[src/rtl/sample_rle_stream.sv]
// sample_rle_stream
// -----------------
// Run-length encoder for captured sample words. It accepts one sample per
// clock and never stalls the producer. Encoded words go into an internal
// first-word-fall-through FIFO that is read through a valid/ready port.
//
// Encoded stream, as seen by the decoder:
//   - Distinct samples are passed through unchanged.
//   - Two equal consecutive data words are always followed by count words:
//     zero or more all-ones words (each worth 2^W-1 extra repeats), then one
//     terminating count word with a value of 0..2^W-2.
//
// Ports
//   clk, rst_n      clock; asynchronous active-low reset
//   in_data [W]     sample word, qualified by in_valid
//   in_valid        sample strobe; legal every cycle, never stalled
//   flush           terminates a pending run; acts after the same-cycle sample
//   out_data [W]    FIFO head word (0 while the FIFO is empty)
//   out_valid       FIFO non-empty
//   out_ready       consumer takes the head when out_valid & out_ready
//   level           FIFO occupancy in words
//   overflow        sticky; set when encoded words had to be dropped
//   overflow_clr    clears overflow at the next edge; a same-cycle set wins
//   dbg_state [2]   encoder state (0 st_init, 1 st_single, 2 st_run)
//
// Handshake: a word leaves the FIFO on a rising edge where out_valid and
// out_ready are both high; out_data holds steady while out_valid is high and
// out_ready is low. The input side has no back-pressure, so when the FIFO
// lacks space for a cycle's words they are dropped and overflow is raised.

module sample_rle_stream #(
  parameter int W     = 16,
  parameter int DEPTH = 16
) (
  input  logic                     clk,
  input  logic                     rst_n,
  input  logic [W-1:0]             in_data,
  input  logic                     in_valid,
  input  logic                     flush,
  output logic [W-1:0]             out_data,
  output logic                     out_valid,
  input  logic                     out_ready,
  output logic [$clog2(DEPTH):0]   level,
  output logic                     overflow,
  input  logic                     overflow_clr,
  output logic [1:0]               dbg_state
);

  localparam int PW = $clog2(DEPTH);
  localparam int LW = PW + 1;

  localparam logic [LW-1:0] DEPTH_L = LW'(DEPTH);
  // Largest count a terminating count word can carry (2^W-2).
  localparam logic [W-1:0]  CNT_MAX = {{(W-1){1'b1}}, 1'b0};

  typedef enum logic [1:0] {
    st_init   = 2'd0,
    st_single = 2'd1,
    st_run    = 2'd2
  } state_e;

  // ---------------------------------------------------------------------
  // Registers
  // ---------------------------------------------------------------------
  state_e          state_q, state_d;
  logic [W-1:0]    cnt_q, cnt_d;
  logic [W-1:0]    last_q, last_d;
  logic            overflow_q, overflow_d;

  logic [W-1:0]    mem_q [DEPTH];
  logic [PW-1:0]   wr_ptr_q, wr_ptr_d;
  logic [PW-1:0]   rd_ptr_q, rd_ptr_d;
  logic [LW-1:0]   level_q, level_d;

  // Encoder results for this cycle.
  logic [1:0]      n_words;     // words produced (0..2)
  logic [W-1:0]    word0;       // first emitted word
  logic [W-1:0]    word1;       // second emitted word
  state_e          s_post;      // state after the sample, before flush
  logic [W-1:0]    c_post;      // count after the sample, before flush
  state_e          s_final;     // state after flush
  logic [W-1:0]    c_final;     // count after flush
  logic [LW-1:0]   free_words;
  logic            drop;        // this cycle's words do not fit
  logic [1:0]      push_n;      // words actually written to the FIFO
  logic            pop;

  // ---------------------------------------------------------------------
  // Encoder next state
  // ---------------------------------------------------------------------
  always_comb begin
    n_words = 2'd0;
    word0   = '0;
    word1   = '0;
    s_post  = state_q;
    c_post  = cnt_q;
    last_d  = last_q;

    if (in_valid) begin
      last_d = in_data;
      case (state_q)
        st_init: begin
          word0   = in_data;
          n_words = 2'd1;
          s_post  = st_single;
        end
        st_single: begin
          word0   = in_data;
          n_words = 2'd1;
          if (in_data == last_q) begin
            s_post = st_run;
            c_post = '0;
          end
        end
        st_run: begin
          if (in_data == last_q) begin
            if (cnt_q == CNT_MAX) begin
              // Saturated: all-ones stands for 2^W-1 repeats, run continues.
              word0   = '1;
              n_words = 2'd1;
              c_post  = '0;
            end else begin
              c_post = cnt_q + W'(1);
            end
          end else begin
            word0   = cnt_q;
            word1   = in_data;
            n_words = 2'd2;
            s_post  = st_single;
          end
        end
        default: begin
          s_post = st_init;
          c_post = '0;
        end
      endcase
    end
  end

  // Flush acts on the post-sample state. A run can only be pending here with
  // zero or one word already produced, so the total never exceeds two.
  always_comb begin
    s_final = s_post;
    c_final = c_post;
    if (flush) begin
      case (s_post)
        st_run: begin
          s_final = st_init;
          c_final = '0;
        end
        st_single: s_final = st_init;
        default:   s_final = s_post;
      endcase
    end
  end

  logic [1:0]   n_total;
  logic [W-1:0] wr_word0;
  logic [W-1:0] wr_word1;

  always_comb begin
    n_total  = n_words;
    wr_word0 = word0;
    wr_word1 = word1;
    if (flush && (s_post == st_run)) begin
      if (n_words == 2'd0) begin
        wr_word0 = c_post;
      end else begin
        wr_word1 = c_post;
      end
      n_total = n_words + 2'd1;
    end
  end

  // ---------------------------------------------------------------------
  // Space check and FIFO bookkeeping
  // ---------------------------------------------------------------------
  // Free space is taken at cycle start; a same-cycle pop is not credited.
  assign free_words = DEPTH_L - level_q;
  assign drop       = (LW'(n_total) > free_words);
  assign pop        = out_valid & out_ready;

  always_comb begin
    push_n     = drop ? 2'd0 : n_total;
    // On a drop the decoder loses track of the run, so restart from
    // st_init: the next sample then goes out raw and resynchronises it.
    state_d    = drop ? st_init : s_final;
    cnt_d      = drop ? '0 : c_final;
    overflow_d = overflow_q;
    if (overflow_clr) begin
      overflow_d = 1'b0;
    end
    if (drop) begin
      overflow_d = 1'b1;
    end
    wr_ptr_d   = wr_ptr_q + PW'(push_n);
    rd_ptr_d   = rd_ptr_q + PW'(pop);
    level_d    = level_q + LW'(push_n) - LW'(pop);
  end

  always_ff @(posedge clk or negedge rst_n) begin
    if (!rst_n) begin
      state_q    <= st_init;
      cnt_q      <= '0;
      last_q     <= '0;
      overflow_q <= 1'b0;
      wr_ptr_q   <= '0;
      rd_ptr_q   <= '0;
      level_q    <= '0;
    end else begin
      state_q    <= state_d;
      cnt_q      <= cnt_d;
      last_q     <= last_d;
      overflow_q <= overflow_d;
      wr_ptr_q   <= wr_ptr_d;
      rd_ptr_q   <= rd_ptr_d;
      level_q    <= level_d;
    end
  end

  // Storage needs no reset: out_data is masked while the FIFO is empty.
  always_ff @(posedge clk) begin
    if (push_n != 2'd0) begin
      mem_q[wr_ptr_q] <= wr_word0;
    end
    if (push_n == 2'd2) begin
      mem_q[wr_ptr_q + PW'(1)] <= wr_word1;
    end
  end

  // ---------------------------------------------------------------------
  // Outputs
  // ---------------------------------------------------------------------
  assign out_valid = (level_q != '0);
  assign out_data  = out_valid ? mem_q[rd_ptr_q] : '0;
  assign level     = level_q;
  assign overflow  = overflow_q;
  assign dbg_state = state_q;

endmodule

[config.mk]
export PLATFORM = sky130hd
export DESIGN_NAME = sample_rle_stream
export DESIGN_NICKNAME = d
export VERILOG_FILES = /design/src/rtl/sample_rle_stream.sv
export SDC_FILE = /design/constraint.sdc
export NUM_CORES = 1
export LEC_CHECK = 0
export ABC_CLOCK_PERIOD_IN_PS = 7450
export CAP_MARGIN = 20
export CORE_AREA = 2 2 198 200
export DETAILED_ROUTE_END_ITERATION = 12
export DIE_AREA = 0 0 200 202
export PLACE_DENSITY = 0.64
export SETUP_SLACK_MARGIN = 0.05
export SYNTH_ARGS = -nofsm -noshare
export SYNTH_HDL_FRONTEND = slang
export SYNTH_SLANG_ARGS = --single-unit
[constraint.sdc]
create_clock -name clk -period 7.45 [get_ports clk]
set_input_delay 1.49 -clock clk [delete_from_list [all_inputs] [get_ports clk]]
set_output_delay 1.49 -clock clk [all_outputs]
set_load 0.01 [all_outputs]
# After elaboration in Yosys (flattened, before gate mapping)
# Memories as Yosys holds them, arrays and structs flattened.
# Cells that the tools add are included.
# classes
mux,39
reduce_logical,8
bitwise_logic,1
order_cmp,1
n_eq_ne,7
addsub,8
# op_table
cell,count
$mux 16,18
$pmux 16 s3,1
$pmux 16 s2,1
$mux 2,10
$add 16x1->16 const B,1
$eq 16x16->1,1
$eq 16x16->1 const B,1
$mux 1,7
$eq 2x2->1 const B,3
$pmux 2 s3,1
$add 5x2->5,1
$gt 2x5->1,1
$reduce_bool 5->1,1
$sub 5x1->5,1
$sub 5x5->5 const A,1
$add 4x1->4,1
$add 4x1->4 const B,1
$add 4x2->4,1
$eq 2x1->1 const B,2
$logic_not 2->1,2
$pmux 2 s2,1
$reduce_bool 2->1,2
$reduce_or 2->1,2
$add 2x1->2 const B,1
2 further kinds,2
# word_totals
register_bits,48
output_inout_bits,25
memories,1
elab_cells,72
inputBits,22
ramBits,256
# memory_table
name,words,width,read_ports,rd_clocked_by_memory_dff,write_ports,line_no,source
mem_q,16,16,1,0,2,70,logic [W-1:0] mem_q [DEPTH];

# Longest topological paths before layout
# Gate-level depths: netlist of run 1.
# depth
depth_word,12
mapped_depth,30
depth_no_buf,26

# Worst setup path before layout of run 1
# No wires, ideal clock.
# synth_timing
path_type,input to register
start,in in_data[0]
end,"mem mem_q[2][0], enable pin"
setup_ns,0.411
cell_stages,22
slack_ns,0.726
t_required_ns,7.039
n_path_buf,6
t_arrival_ns,6.313
cell_sequence,buf_6 xnor2_2 nand4_1 or4_1 buf_2 buf_6 buf_2 nor3_1 o21ai_0 ha_1 nand3_1 o21ai_0 nor2_1 inv_1 ha_1 nor2b_1 o211ai_1 or2_2 clkbuf_1 nand2_1 clkbuf_1 o21ai_0
# synth_rtl
item,line_no,source
"start, declared",37,"input logic [W-1:0] in_data,"
"end, declared",70,

==> qor.yml, run 1 <==
status:
  run_status: "finished, final reports clean"
place:
  finalWeightedCongestion: 0.948
  post-place-cells: 1928
  number_of_buffers_inserted_by_port_buffering: 46
  post-dp-hpwl_um: 31600
clock_tree:
  h_tree_depth: 2
  cts_resized: 0
  cts_root_buffer: "sky130_fd_sc_hd__clkbuf_16"
  numClockSinks: 304
  cts.path.max_buffers: 3
  clk_transition_reported_paths_ns: 0.06
  cts_tree: "yes"
  tritoncts.num_buffers: 35
  hold_buffers_post_cts: 0
  postCtsSetupBuffers: 0
  clock_insertion_delay_worst_skew_ns: 0.53
pwr:
  ir_worst_vdd_mv: 0.166
  power.share.clock_pct: 27.2
  switching_share_pct: 31.8
  p_leak_nw: 6.29
  switching_power_mw: 1.90
  p_int_mw: 4.09
  power.density_cell_area_mw_per_mm2: 321
  power.total_mw: 5.99
  pwr-share-comb_pct: 33.3
  sequentialPowerShare_pct: 39.5
sta:
  hold_violations: 0
  timing.clock.skew_ns: 0.0229
  report.final.setup_viol: 0
  timing.setup.tns_ns: 0
  drv_slew: 0
  worstMarginPinSlew_ns: 1.06
  fmaxAchievable_mhz: 157
  post-route-min-period_ns: 6.37
  timing.final.crit_share_pct: 85.6
  timing.max_slew.rel_slack_pct: 28.7
  rsz0062_at_grt: "false"
yosys:
  post_synth_instance_area_sq_mm: 0.0166
  synthesized_area_per_cell_sq_um: 11.4
  syn_nets: 1498
  synth-async-reset-ratio_pct: 15.8
  synth_sequential_area_ratio_pct: 53.4
  synthCells: 1456
  synthesis.yosys.warnings: 0
  synth-edff-count: 256
  synth.distinct_cells: 65
  synth_seq_cells: 304
  yosys_most_used_dff: "sky130_fd_sc_hd__edfxtp_1"
layout:
  fin_cells: 1994
  fin_nets: 1494
  layout-area-overhead-vs-synth_pct: 12.4
  fillers: 3350
  fraction_of_final_layout_cells_sized_beyond_drive_strength_1_pct: 17.1
  sequential_cell_area_sq_mm: 0.00889
  multi_input_comb_area_sq_mm: 0.00705
  postLayoutCoreUtil_pct: 48.8
  diodes: 0
grt:
  global_route.usage.total_pct: 23.7
  grt_first_pass_wirelength_um: 72300
  number_of_antenna_violations_at_the_first_check_in_global_routing: 0
  vias_in_the_first_global_route: 11948
  grt_ovf: 0
  pin_count_of_the_biggest_net_entering_global_routing: 49
die:
  die-area_sq_mm: 0.0404
  boundaryPins: 47
  number_of_core_rows: 72
  dieWidth_um: 200
  initial_utilization_pct: 43.4
  fp.dieH_um: 202
  coreArea_sq_mm: 0.0383
detailed_routing:
  detail_route.iter0.violations: 1702
  drc_errors: 0
  route.final.wire_length_um: 46600
  post_drt_via_cell_ratio: 6.06
  detail_route.wl_per_cell_um: 23.3
  vias: 12083
  drtPass1Iterations: 6
  detail-route-antenna-nets: 0
hold_path:
  min_from: "last_q[15]"
  hold_end: "last_q[15]"
  whs_path_depth: 1
  worst_hold_path_type: "reg2reg"
critical_path:
  critPathCaptureType: "register"
  timing.reg2reg.worst_path_depth: 17
  setup.worst_path.class: "in2reg"
  critical_path_arrival_ns: 6.61
  r2r-end: "mem_q[3][6]"
  critical-path-slowest-cell: "sky130_fd_sc_hd__or4_1"
  regToRegStartpoint: "cnt_q[3]"
  r2r_setup_slack_ns: 1.79
  path_max_fanout: 21
  cp_startpoint_kind: "primary input"
  critical_path.max_stage_delay_ns: 0.59
  required_ns: 7.69
  critical_path.cell_chain: "clkdlybuf4s50_1 -> xnor2_1 -> nand4_1 -> or4_1 -> nor3_1 -> o21ai_0 -> ha_1 -> nand3_1 -> o21ai_0 -> nor2_1 -> inv_1 -> ha_1 -> nor2b_1 -> o211ai_1 -> or2_2 -> o2111ai_4 -> buf_4 -> nor2_2 -> o221ai_1"
job:
  timing.max_cap.violations: 0
-- power by group through the flow --
stage,combinational (mW),clock (mW),sequential (mW)
after global routing,2.15,1.71,2.40
final,2.00,1.63,2.37
after global placement,1.89,0,2.47
after CTS,1.91,1.65,2.44
after floorplan,1.35,0,2.25
after detailed placement,1.91,0,2.47
-- per-layer routing --
metal	part of all wire [%]	global-route usage, %	wire [um]	up-vias
li1	-	-	-	5428
met1	42	33.3	19400	5977
met2	47	37.6	22100	572
met3	7.8	3.90	3650	106
met4	3.0	7.96	1400	0
met5	0	0	0	-
-- state kept, by name, summed over array words and instances, names as in the netlist --
name and cells:
cnt_q 16, level 5, dbg_state 2, wr_ptr_q 4
rd_ptr_q 4, mem_q 256, last_q 16, overflow 1
-- through the flow --
| stage | setup WS [ns] | instance area (sq um) | hold slack (ns) |
|---|---|---|---|
| 6_report | 1.08 | 18700 | 0.528 |
| 5_1_grt | 0.600 | 18700 | 0.546 |
| 4_1_cts | 1.12 | 18600 | 0.530 |
| 3_5_place_dp | 0.561 | 17500 | 0.518 |
| 3_3_place_gp | 0.605 | 17500 | 0.514 |
| 2_1_floorplan | 0.726 | 16600 | 0.477 |
-- worst max-delay path: cells and delay by family --
family | cells | cell delay, ns
and+or+nand+nor | 8 | 2.15
AOI/OAI and AO/OA | 5 | 1.16
buffers and inverters | 3 | 1.05
adders and majority gates | 2 | 0.62
xor gates and xnor gates | 1 | 0.14
-- kinds of logic after synthesis --
| kind of cell | Yosys count | synth area share [%] |
|---|---|---|
| adder cells (fa/ha/maj) | 20 | 1.59 |
| AO/OA/AOI/OAI | 363 | 12.5 |
| XOR/XNOR | 25 | 1.36 |
| flip-flops | 304 | 53.4 |
| AND/OR/NAND/NOR | 455 | 12.7 |
| multiplexers | 122 | 13.7 |
| buffers and inverters | 167 | 4.74 |
-- cells in the mapped netlist (4+ instances only) --
library cell | count | area share (%)
sky130_fd_sc_hd__a311oi_1 | 6 | 0.32
sky130_fd_sc_hd__o221ai_1 | 17 | 0.90
sky130_fd_sc_hd__nand4_1 | 11 | 0.41
sky130_fd_sc_hd__mux4_2 | 80 | 11
sky130_fd_sc_hd__a21oi_1 | 57 | 1.7
sky130_fd_sc_hd__nor2b_1 | 9 | 0.34
sky130_fd_sc_hd__a221oi_1 | 13 | 0.68
sky130_fd_sc_hd__a211oi_1 | 6 | 0.27
sky130_fd_sc_hd__nand3_1 | 35 | 1.1
sky130_fd_sc_hd__nor2_1 | 61 | 1.4
sky130_fd_sc_hd__or3_1 | 4 | 0.15
sky130_fd_sc_hd__dfrtp_1 | 48 | 7.2
sky130_fd_sc_hd__o21ai_1 | 22 | 0.66
sky130_fd_sc_hd__and2_1 | 18 | 0.68
sky130_fd_sc_hd__a31oi_1 | 7 | 0.26
sky130_fd_sc_hd__buf_2 | 47 | 1.4
sky130_fd_sc_hd__buf_6 | 13 | 0.88
sky130_fd_sc_hd__nor3_1 | 10 | 0.30
sky130_fd_sc_hd__nor2_4 | 8 | 0.54
sky130_fd_sc_hd__o21ai_0 | 207 | 6.2
sky130_fd_sc_hd__or4_1 | 5 | 0.23
sky130_fd_sc_hd__nor4_1 | 10 | 0.38
sky130_fd_sc_hd__ha_1 | 18 | 1.4
sky130_fd_sc_hd__or2_4 | 8 | 0.42
sky130_fd_sc_hd__mux2_2 | 20 | 1.4
sky130_fd_sc_hd__buf_1 | 11 | 0.25
sky130_fd_sc_hd__edfxtp_1 | 256 | 46
sky130_fd_sc_hd__inv_1 | 31 | 0.70
sky130_fd_sc_hd__nand2_1 | 244 | 5.5
sky130_fd_sc_hd__xnor2_1 | 21 | 1.1
sky130_fd_sc_hd__clkbuf_1 | 62 | 1.4
sky130_fd_sc_hd__o22ai_1 | 6 | 0.23
sky130_fd_sc_hd__mux2i_1 | 20 | 1.2
sky130_fd_sc_hd__and3_1 | 11 | 0.41
-- area by class of cell --
cell class	instances	share of cell area (%)
inverter	32	0.643
clock buffer	48	5.17
multi-input combinational	985	37.7
timing repair buffer	94	4.83
sequential	304	47.6
clock inverter	13	0.556
tap	518	3.47
-- worst max path at each step --
stage                startpoint     endpoint  slack (ns)
finish              in_data[14]  mem_q[3][6]        1.08
global route        in_data[11]  mem_q[3][6]        0.60
CTS                 in_data[14]  mem_q[3][6]        1.12
detailed placement  in_data[14]  mem_q[3][6]        0.56
global placement    in_data[14]  mem_q[3][6]        0.61
floorplan            in_data[0]  mem_q[2][0]        0.73
-- placed cells by master (no fill, tap or decap), types with 8 or more instances in the layout --
| cell type | netlist | final |
|---|---|---|
| sky130_fd_sc_hd__a21oi_1 | 57 | 56 |
| sky130_fd_sc_hd__a221oi_1 | 13 | 13 |
| sky130_fd_sc_hd__and2_1 | 18 | 18 |
| sky130_fd_sc_hd__and3_1 | 11 | 11 |
| sky130_fd_sc_hd__buf_4 | 1 | 41 |
| sky130_fd_sc_hd__clkbuf_1 | 62 | 10 |
| sky130_fd_sc_hd__clkbuf_16 | 0 | 36 |
| sky130_fd_sc_hd__clkdlybuf4s50_1 | 0 | 45 |
| sky130_fd_sc_hd__dfrtp_1 | 48 | 46 |
| sky130_fd_sc_hd__edfxtp_1 | 256 | 256 |
| sky130_fd_sc_hd__ha_1 | 18 | 18 |
| sky130_fd_sc_hd__inv_1 | 31 | 31 |
| sky130_fd_sc_hd__mux2_2 | 20 | 20 |
| sky130_fd_sc_hd__mux2i_1 | 20 | 20 |
| sky130_fd_sc_hd__mux4_2 | 80 | 80 |
| sky130_fd_sc_hd__nand2_1 | 244 | 244 |
| sky130_fd_sc_hd__nand3_1 | 35 | 35 |
| sky130_fd_sc_hd__nand4_1 | 11 | 11 |
| sky130_fd_sc_hd__nor2_1 | 61 | 55 |
| sky130_fd_sc_hd__nor2_2 | 3 | 9 |
| sky130_fd_sc_hd__nor2_4 | 8 | 8 |
| sky130_fd_sc_hd__nor2b_1 | 9 | 9 |
| sky130_fd_sc_hd__nor3_1 | 10 | 10 |
| sky130_fd_sc_hd__nor4_1 | 10 | 9 |
| sky130_fd_sc_hd__o21ai_0 | 207 | 196 |
| sky130_fd_sc_hd__o21ai_1 | 22 | 22 |
| sky130_fd_sc_hd__o21ai_2 | 0 | 11 |
| sky130_fd_sc_hd__o221ai_1 | 17 | 17 |
| sky130_fd_sc_hd__or2_4 | 8 | 8 |
| sky130_fd_sc_hd__xnor2_1 | 21 | 21 |
Power figures use the tool's default switching activity.
==> run 2, diff against run 1 <==
--- a/config.mk
+++ b/config.mk
@@ -7,10 +7,10 @@
 export LEC_CHECK = 0
 export ABC_CLOCK_PERIOD_IN_PS = 7450
 export CAP_MARGIN = 20
-export CORE_AREA = 2 2 198 200
+export CORE_AREA = 2 2 186 188
 export DETAILED_ROUTE_END_ITERATION = 12
-export DIE_AREA = 0 0 200 202
-export PLACE_DENSITY = 0.64
+export DIE_AREA = 0 0 188 190
+export PLACE_DENSITY = 0.7
 export SETUP_SLACK_MARGIN = 0.05
 export SYNTH_ARGS = -nofsm -noshare
 export SYNTH_HDL_FRONTEND = slang
==> qor.yml, run 2 (synthesized netlist as in run 1, its figures left out) <==
clock_tree:
  numClockSinks: 304  # unchanged
  cts.path.max_buffers: 3  # unchanged
  clk_transition_reported_paths_ns: 0.06  # about the same
  cts_root_buffer: "sky130_fd_sc_hd__clkbuf_16"
  hold_buffers_post_cts: 0  # unchanged
  tritoncts.num_buffers: 34  # -2.9%
  h_tree_depth: 2  # unchanged
  cts_tree: "yes"
  postCtsSetupBuffers: 0  # unchanged
  clock_insertion_delay_worst_skew_ns: 0.53  # about the same
  cts_resized: 0  # unchanged
critical_path:
  cp_startpoint_kind: "primary input"
  path_max_fanout: 19  # -9.5%
  required_ns: 7.67  # -0.02 ns
  critPathCaptureType: "register"
  setup.worst_path.class: "in2reg"
  critical_path_arrival_ns: 6.67  # +0.06 ns
sta:
  timing.final.crit_share_pct: 86.6  # +1.1 points
  hold_violations: 0  # unchanged
  post-route-min-period_ns: 6.45  # +0.0803 ns
  timing.clock.skew_ns: 0.0243  # +0.00144 ns
  rsz0062_at_grt: "false"
  hold-worst-slack_ns: 0.526  # -0.00159 ns
  timing.setup.tns_ns: 0  # unchanged
  fmaxAchievable_mhz: 155  # -1.2%
  timing.max_slew.rel_slack_pct: 25.2  # -3.5 points
  report.final.setup_viol: 0  # unchanged
  layout_setup_ws_ns: 0.996  # -0.0803 ns
  worstMarginPinSlew_ns: 1.12  # +0.0627 ns
  drv_slew: 0  # unchanged
status:
  run_status: "finished, final reports clean"
detailed_routing:
  drc_errors: 0  # unchanged
  drtPass1Iterations: 5  # -1
  detail_route.wl_per_cell_um: 24.0  # +3.0%
  vias: 12169  # +0.71%
  detail-route-antenna-nets: 0  # unchanged
  detail_route.iter0.violations: 1462  # -14%
  route.final.wire_length_um: 46400  # -0.24%
  post_drt_via_cell_ratio: 6.30  # +4.0%
pwr:
  power.share.clock_pct: 27.3  # about the same
  p_leak_nw: 6.28  # about the same
  p_int_mw: 4.07  # -0.41%
  power.total_mw: 5.98  # -0.24%
  switching_power_mw: 1.91  # +0.15%
  switching_share_pct: 31.9  # +0.12 points
  pwr-share-comb_pct: 32.8  # -0.5 points
  power.density_cell_area_mw_per_mm2: 321  # +0.24%
  ir_worst_vdd_mv: 0.232  # +40%
  sequentialPowerShare_pct: 40.0  # +0.5 points
job:
  timing.max_cap.violations: 0  # unchanged
layout:
  layout-area-overhead-vs-synth_pct: 11.8
  postLayoutCoreUtil_pct: 54.8  # +6.0 points
  mostFrequentLayoutCell: "sky130_fd_sc_hd__edfxtp_1"
  fin_cells: 1931  # -3.2%
  final_cell_area_sq_mm: 0.0186  # -0.48%
  final_cell_mix: "sky130_fd_sc_hd__edfxtp_1 (256), sky130_fd_sc_hd__nand2_1 (244), sky130_fd_sc_hd__o21ai_0 (196)"
  fin_nets: 1492  # -0.13%
  largest-register: "mem_q"
  max_reg_flops: 256  # unchanged
  diodes: 0  # unchanged
  biggestRegsByFlops: "mem_q (256), cnt_q (16), last_q (16)"
  fraction_of_final_layout_cells_sized_beyond_drive_strength_1_pct: 17.3  # +0.20 points
place:
  post-dp-hpwl_um: 30500  # -3.6%
  dpl_cell_area_sq_mm: 0.0174  # -0.47%
  number_of_buffers_inserted_by_port_buffering: 46  # unchanged
  post-place-ws_ns: 0.542  # -0.0186 ns
  finalWeightedCongestion: 0.909  # -4.2%
  post-place-cells: 1864  # -3.3%
die:
  initial_utilization_pct: 49.0  # +5.6 points
  fp.dieH_um: 190  # -5.9%
  boundaryPins: 47  # unchanged
  die-area_sq_mm: 0.0357  # -12%
  dieWidth_um: 188  # -6.0%
  number_of_core_rows: 68  # -5.6%
  coreArea_sq_mm: 0.0339  # -11%
grt:
  number_of_antenna_violations_at_the_first_check_in_global_routing: 0  # unchanged
  vias_in_the_first_global_route: 11749  # -1.7%
  pin_count_of_the_biggest_net_entering_global_routing: 49  # unchanged
  global_route.usage.total_pct: 26.5  # +2.8 points
  grt_first_pass_wirelength_um: 71500  # -1.0%
  grt_ovf: 0  # unchanged
hold_path:
  worst_hold_path_type: "reg2reg"
run 2: final timing paths:
path | end | depth (start not counted) | from | slack (ns)
max | mem_q[4][6] | 19 | in_data[5] | 1.0
min | last_q[7] | 1 | last_q[7] | 0.53
max reg2reg | mem_q[4][6] | 17 | cnt_q[3] | 1.66
min reg2reg | last_q[7] | 1 | last_q[7] | 0.53
max in group asynchronous | rd_ptr_q[0] | 2 | rst_n | 5.87
min in group asynchronous | last_q[0] | 2 | rst_n | 1.09
run 2: final cells by class:
cell class,count,area [sq um]
Sequential cell,304,8890
Timing Repair Buffer,93,891
Tap cell,455,569
Inverter,32,120
Multi-Input combinational cell,985,7050
Clock buffer,40,895
Clock inverter,22,181
Fill cell,2773,15300
run 2: power by group through the flow:
stage | logic, mW | registers, mW | clock network, mW
finish | 1.96 | 2.39 | 1.63
CTS | 1.92 | 2.42 | 1.64
global placement | 1.88 | 2.44 | 0
global route | 2.10 | 2.42 | 1.71
floorplan | 1.35 | 2.25 | 0
detailed placement | 1.92 | 2.45 | 0
run 2: metal layers:
| layer | global-route usage, % | vias up | part of all wire (%) |
|---|---|---|---|
| met5 | 0 | - | 0 |
| met4 | 7.27 | 0 | 2.7 |
| met3 | 3.80 | 89 | 8.6 |
| met2 | 44.2 | 638 | 49 |
| met1 | 36.6 | 6028 | 40 |
| li1 | - | 5414 | - |
run 2: worst max-delay path, cell delays in order:
cell,delay [ns]
sky130_fd_sc_hd__clkdlybuf4s50_1,0.60
sky130_fd_sc_hd__xnor2_1,0.15
sky130_fd_sc_hd__nand4_1,0.20
sky130_fd_sc_hd__or4_1,0.55
sky130_fd_sc_hd__nor3_1,0.18
sky130_fd_sc_hd__o21ai_0,0.11
sky130_fd_sc_hd__ha_1,0.35
sky130_fd_sc_hd__nand3_1,0.09
sky130_fd_sc_hd__o21ai_0,0.18
sky130_fd_sc_hd__nor2_1,0.19
sky130_fd_sc_hd__inv_1,0.07
sky130_fd_sc_hd__ha_1,0.30
sky130_fd_sc_hd__nor2b_1,0.14
sky130_fd_sc_hd__o211ai_1,0.22
sky130_fd_sc_hd__or2_2,0.26
sky130_fd_sc_hd__o2111ai_4,0.41
sky130_fd_sc_hd__buf_4,0.40
sky130_fd_sc_hd__nor2_2,0.54
sky130_fd_sc_hd__o221ai_1,0.22
